===== src/rtl/seg7_if.sv =====
// Load-side bus of the 7-segment scan driver: one-cycle strobe plus the
// value/digit-enable/decimal-point data it captures.
interface seg7_if #(
  parameter int NUM_DIGITS = 8
);
  logic                  load;
  logic [31:0]           value;
  logic [NUM_DIGITS-1:0] digit_en;
  logic [NUM_DIGITS-1:0] dp_en;

  modport master (output load, value, digit_en, dp_en);
  modport slave  (input  load, value, digit_en, dp_en);
endinterface


===== src/rtl/seg7_scan_driver.sv =====
// Multiplexed common-anode 7-segment driver with per-slot anti-ghost blanking.
// Loads are held pending and applied only at frame boundaries (tear-free).
module seg7_scan_driver #(
  parameter int NUM_DIGITS   = 8,
  parameter int CLK_DIV      = 100000,
  parameter int BLANK_CYCLES = 1000
) (
  input  logic                  clk,
  input  logic                  rst,
  seg7_if.slave                 bus,
  output logic [7:0]            seg_out,
  output logic [NUM_DIGITS-1:0] an_out,
  output logic                  frame_done
);
  localparam int IW = (NUM_DIGITS > 1) ? $clog2(NUM_DIGITS) : 1;
  localparam int CW = $clog2(CLK_DIV);

  logic [CW-1:0]         r_cnt;
  logic [IW-1:0]         r_idx;
  logic [31:0]           r_val_disp, r_val_pend;
  logic [NUM_DIGITS-1:0] r_en_disp, r_en_pend;
  logic [NUM_DIGITS-1:0] r_dp_disp, r_dp_pend;
  logic                  r_pend_vld;

  logic                  w_cnt_last, w_idx_last, w_frame, w_blank;
  logic [3:0]            w_nib;
  logic [7:0]            w_seg;
  logic [NUM_DIGITS-1:0] w_an;

  function automatic logic [6:0] hex7(input logic [3:0] n);
    case (n)
      4'h0: hex7 = 7'h40;  4'h1: hex7 = 7'h79;
      4'h2: hex7 = 7'h24;  4'h3: hex7 = 7'h30;
      4'h4: hex7 = 7'h19;  4'h5: hex7 = 7'h12;
      4'h6: hex7 = 7'h02;  4'h7: hex7 = 7'h78;
      4'h8: hex7 = 7'h00;  4'h9: hex7 = 7'h10;
      4'hA: hex7 = 7'h08;  4'hB: hex7 = 7'h03;
      4'hC: hex7 = 7'h46;  4'hD: hex7 = 7'h21;
      4'hE: hex7 = 7'h06;  default: hex7 = 7'h0E;
    endcase
  endfunction

  assign w_cnt_last = (r_cnt == CW'(CLK_DIV - 1));
  assign w_idx_last = (r_idx == IW'(NUM_DIGITS - 1));
  assign w_frame    = w_cnt_last && w_idx_last;

  always_ff @(posedge clk) begin
    if (!rst) begin
      r_cnt <= '0;
      r_idx <= '0;
    end else begin
      r_cnt <= w_cnt_last ? '0 : r_cnt + CW'(1);
      if (w_cnt_last)
        r_idx <= w_idx_last ? '0 : r_idx + IW'(1);
    end
  end

  // A load landing on the boundary bypasses the pending stage entirely,
  // so nothing is left behind to re-apply at the next frame.
  always_ff @(posedge clk) begin
    if (!rst) begin
      r_val_disp <= '0;
      r_en_disp  <= '0;
      r_dp_disp  <= '0;
      r_val_pend <= '0;
      r_en_pend  <= '0;
      r_dp_pend  <= '0;
      r_pend_vld <= 1'b0;
    end else if (w_frame) begin
      if (bus.load) begin
        r_val_disp <= bus.value;
        r_en_disp  <= bus.digit_en;
        r_dp_disp  <= bus.dp_en;
      end else if (r_pend_vld) begin
        r_val_disp <= r_val_pend;
        r_en_disp  <= r_en_pend;
        r_dp_disp  <= r_dp_pend;
      end
      r_pend_vld <= 1'b0;
    end else if (bus.load) begin
      r_val_pend <= bus.value;
      r_en_pend  <= bus.digit_en;
      r_dp_pend  <= bus.dp_en;
      r_pend_vld <= 1'b1;
    end
  end

  assign w_blank = (r_cnt < CW'(BLANK_CYCLES)) || !r_en_disp[r_idx];
  assign w_nib   = r_val_disp[{r_idx, 2'b00} +: 4];

  always_comb begin
    w_an  = '1;
    w_seg = 8'hFF;
    if (!w_blank) begin
      w_an  = ~(NUM_DIGITS'(1) << r_idx);
      w_seg = {~r_dp_disp[r_idx], hex7(w_nib)};
    end
  end

  always_ff @(posedge clk) begin
    if (!rst) begin
      seg_out    <= 8'hFF;
      an_out     <= '1;
      frame_done <= 1'b0;
    end else begin
      seg_out    <= w_seg;
      an_out     <= w_an;
      frame_done <= w_frame;
    end
  end
endmodule

===== src/flat_wrapper.sv =====
// flat-port wrapper written by rule: the top's interface ports become plain ports
module seg7_scan_driver_flat 
#(
  parameter int NUM_DIGITS   = 8,
  parameter int CLK_DIV      = 100000,
  parameter int BLANK_CYCLES = 1000
)
  (clk, rst, seg_out, an_out, frame_done, bus_load, bus_value, bus_digit_en, bus_dp_en);
  seg7_if #(.NUM_DIGITS(NUM_DIGITS)) bus_i ();
  input  logic clk;
  input  logic rst;
  output logic [7:0] seg_out;
  output logic [NUM_DIGITS-1:0] an_out;
  output logic frame_done;
  input wire logic [$bits(bus_i.load)-1:0] bus_load;
  input wire logic [$bits(bus_i.value)-1:0] bus_value;
  input wire logic [$bits(bus_i.digit_en)-1:0] bus_digit_en;
  input wire logic [$bits(bus_i.dp_en)-1:0] bus_dp_en;
  assign bus_i.load = bus_load;
  assign bus_i.value = bus_value;
  assign bus_i.digit_en = bus_digit_en;
  assign bus_i.dp_en = bus_dp_en;
  seg7_scan_driver #(.NUM_DIGITS(NUM_DIGITS), .CLK_DIV(CLK_DIV), .BLANK_CYCLES(BLANK_CYCLES)) u_core (.clk(clk), .rst(rst), .bus(bus_i), .seg_out(seg_out), .an_out(an_out), .frame_done(frame_done));
endmodule

===== config.mk =====
export PLATFORM = sky130hd
export DESIGN_NAME = seg7_scan_driver_flat
export DESIGN_NICKNAME = d
export VERILOG_FILES = /design/src/rtl/seg7_if.sv /design/src/rtl/seg7_scan_driver.sv /design/src/flat_wrapper.sv
export SDC_FILE = /design/constraint.sdc
export NUM_CORES = 1
export LEC_CHECK = 0
export ABC_CLOCK_PERIOD_IN_PS = 4300
export BUFFER_PORTS_ARGS = -buffer_cell sky130_fd_sc_hd__buf_2
export CORE_UTILIZATION = 40
export CTS_BUF_LIST = sky130_fd_sc_hd__clkbuf_8
export CTS_CLUSTER_DIAMETER = 100
export DETAILED_ROUTE_END_ITERATION = 10
export PLACE_DENSITY = 0.62
export RECOVER_POWER = 25
export SYNTH_ARGS = -nofsm -noshare
export SYNTH_HDL_FRONTEND = slang
export SYNTH_SLANG_ARGS = --single-unit

===== constraint.sdc =====
create_clock -name clk -period 4.3 [get_ports clk]
set_input_delay 0.215 -clock clk [delete_from_list [all_inputs] [get_ports clk]]
set_output_delay 0.215 -clock clk [all_outputs]
set_load 0.01 [all_outputs]

==> metrics.yaml <==
cts:
  insertion_delay_ns: 0.45
  cts_buffers: 17
  cts_htree_levels: 4
  clock_path_buffers: 2
  clk_pin_slew_ns: 0.08
  postCtsSetupBuffers: 0
  cts_hold_buf: 0
  tritoncts: "yes"
  ctsResizeCount: 0
  root_buffer: "clkbuf_8"
  clkSinkCount: 134
yosys:
  synth.avg_cell_area_um2: 10.5
  netlist_area_mm2: 0.00606
  ys_async_sr_fraction_pct: 0
  synth-seq-cells: 134
  synth_cell_types: 38
  synth-edff-count: 0
  yosysSeqAreaShare_pct: 44.3
  syn_nets: 640
  ys.flop_type: "dfxtp_1"
  ys_warn_count: 0
  synthCells: 577
finish:
  num_antenna_cells: 0
  layout_commonest_cell: "dfxtp_1"
  final_cell_mix: "dfxtp_1, mux2i_1, nand2_1"
  nNetsFinal: 689
  area_growth_pct: 12.8
  layout-drive-gt1-share_pct: 16.6
hold_path:
  hold_path_class: "input pin to register"
  min_from: "bus_value[0]"
timing:
  finalClockSkew_ns: 0.0181
  report.final.hold_viol_count: 0
  period_needed_ns: 3.20
  rsz0062_at_grt: "false"
  setup_tns_ns: 0
  fmax_ghz: 0.312
  setup_violations: 0
  period_share_pct: 74.5
  holdWs_ns: 0.0429
  slew_violations: 0
  worst_slew_pin_slew_ns: 0.984
  slew_headroom_pct: 32.5
critical_path:
  worst-path-max-fanout: 14
  crit_slowest_cell: "mux2i_1"
  rr_startpoint: "u_core.r_idx[0]"
  endpoint_kind: "register"
  worst_setup_path_start_kind: "register"
  crit_path_max_incr_delay_ns: 0.75
  crit_required_ns: 4.57
  cp.arrival_ns: 3.47
  worstSetupStartpoint: "u_core.r_idx[0]"
  crit_type: "register to register"
  path_cells: "clkbuf_1, mux4_2, mux2i_1, nor2_1, o21ai_0, o211ai_1"
global_routing:
  antenna_found_initial: 0
  first_global_vias: 4342
  grt_max_degree: 62
  overflow: 0
  grt_usage_pct: 17.2
  grt_pass1_wl_um: 21300
routing:
  ant_nets: 0
  drc: 6
  vias: 4273
  first_iter_violations: 204
  drt-wirelength-per-cell_um: 15.3
  wirelength_um: 12600
  first_pass_iters: 9
  avgViaCountPerCell: 5.19
placed_design:
  place.port_buffers: 67
  gp_congestion: 0.861
  place_hpwl_um: 8690
floorplan:
  fp.dieArea_mm2: 0.0156
  die_y_um: 125
  pin_count: 68
  initial_core_util_pct: 41.4
  rows: 44
  fp.coreArea_mm2: 0.0146
  die_w_um: 125
outcome:
  violations: "DRC"
  outcome: "complete, but fails checks"
power_and_ir_drop:
  power_density_mw_per_mm2: 367
  cellLeakagePower_uw: 0.00337
  ir_worst_vdd_mv: 0.162
run:
  maxCapViolCount: 0
critical path: cells and delay by family (launching register included):
kind / cells / cell delay, ns
and+or+nand+nor: 1 / 0.13
buffers and inverters: 1 / 0.54
AOI/OAI and AO/OA: 2 / 0.40
DFF: 1 / 0.59
muxes: 2 / 1.35
per-stage QoR:
step	cells	util (%)	area (µm²)	worst slack, ns	total power, µW
floorplan	577	-	6060	1.92	1420
global placement	791	44.2	6470	1.63	1470
detailed placement	791	44.2	6470	1.52	1480
CTS	823	47.0	6880	1.49	2550
global route	823	46.7	6840	0.817	2620
finish	823	46.7	6840	1.10	2510
Yosys cell counts (all sizes together) (3+ instances only):
cell type	number	area share (%)
nand2b	3	0.31
dfxtp	134	44
xnor2	8	1.2
mux4	12	4.5
o211a	51	8.4
clkbuf	21	1.3
and3	5	0.52
and2	3	0.31
xor2	5	0.72
a21oi	6	0.50
nor2	21	1.3
o21ai	7	0.58
buf	23	2.7
nor4	5	0.76
o221ai	3	0.43
nand2	69	4.3
inv	8	0.50
nand3	12	0.99
nor2b	50	5.2
ha	12	2.5
nand4	4	0.41
mux2i	100	17
layer usage:
metal	global-route usage [%]	wire, µm	vias up
met5	0	0	-
met4	7.60	219	0
met1	21.4	5980	2046
li1	-	-	2131
met3	4.36	464	17
met2	28.3	5930	79
layout make-up:
| type | count | area, µm² |
|---|---|---|
| Multi-Input combinational cell | 391 | 3110 |
| Sequential cell | 134 | 2680 |
| Tap cell | 184 | 230 |
| Timing Repair Buffer | 74 | 375 |
| Clock inverter | 11 | 121 |
| Fill cell | 1434 | 7810 |
| Inverter | 8 | 30.0 |
| Clock buffer | 21 | 289 |
worst paths after layout:
kind	slack (ns)	to	cells past startpoint
setup / recovery	1.10	u_core.seg_out[4]	6
hold / removal	0.04	u_core.r_val_pend[0]	3
setup reg to reg	1.10	u_core.seg_out[4]	6
hold reg to reg	0.47	u_core.r_cnt[0]	1
sequential cells by signal (all words and copies together) (netlist names):
signal and flops:
u_core.r_val_disp 32, u_core.r_val_pend 32, u_core.r_cnt 17, u_core.an_out 8
u_core.r_dp_disp 8, u_core.r_dp_pend 8, u_core.r_en_disp 8, u_core.r_en_pend 8
u_core.seg_out 8, u_core.r_idx 3, u_core.frame_done 1, u_core.r_pend_vld 1
report_power, final:
group	total [µW]	leakage, µW	switching, µW	internal [µW]
clock	1060	0.000202	486	576
combinational	163	0.00208	84.6	78.2
sequential	1290	0.00109	15.4	1270
total	2510	0.00337	586	1920
logic make-up (layout without fill, tap and decap cells):
group           count (synthesis)  in the layout  synth area share (%)
simple gates                  180            180                  15.0
flops                         134            134                  44.3
mux                           114            114                  21.4
compound gates                 72             72                  10.5
buf+inv                        52            114                  4.48
xor+xnor                       13             13                  1.88
fa+ha+maj                      12             12                  2.48
Note: power is estimated with default switching activity, not from simulation.
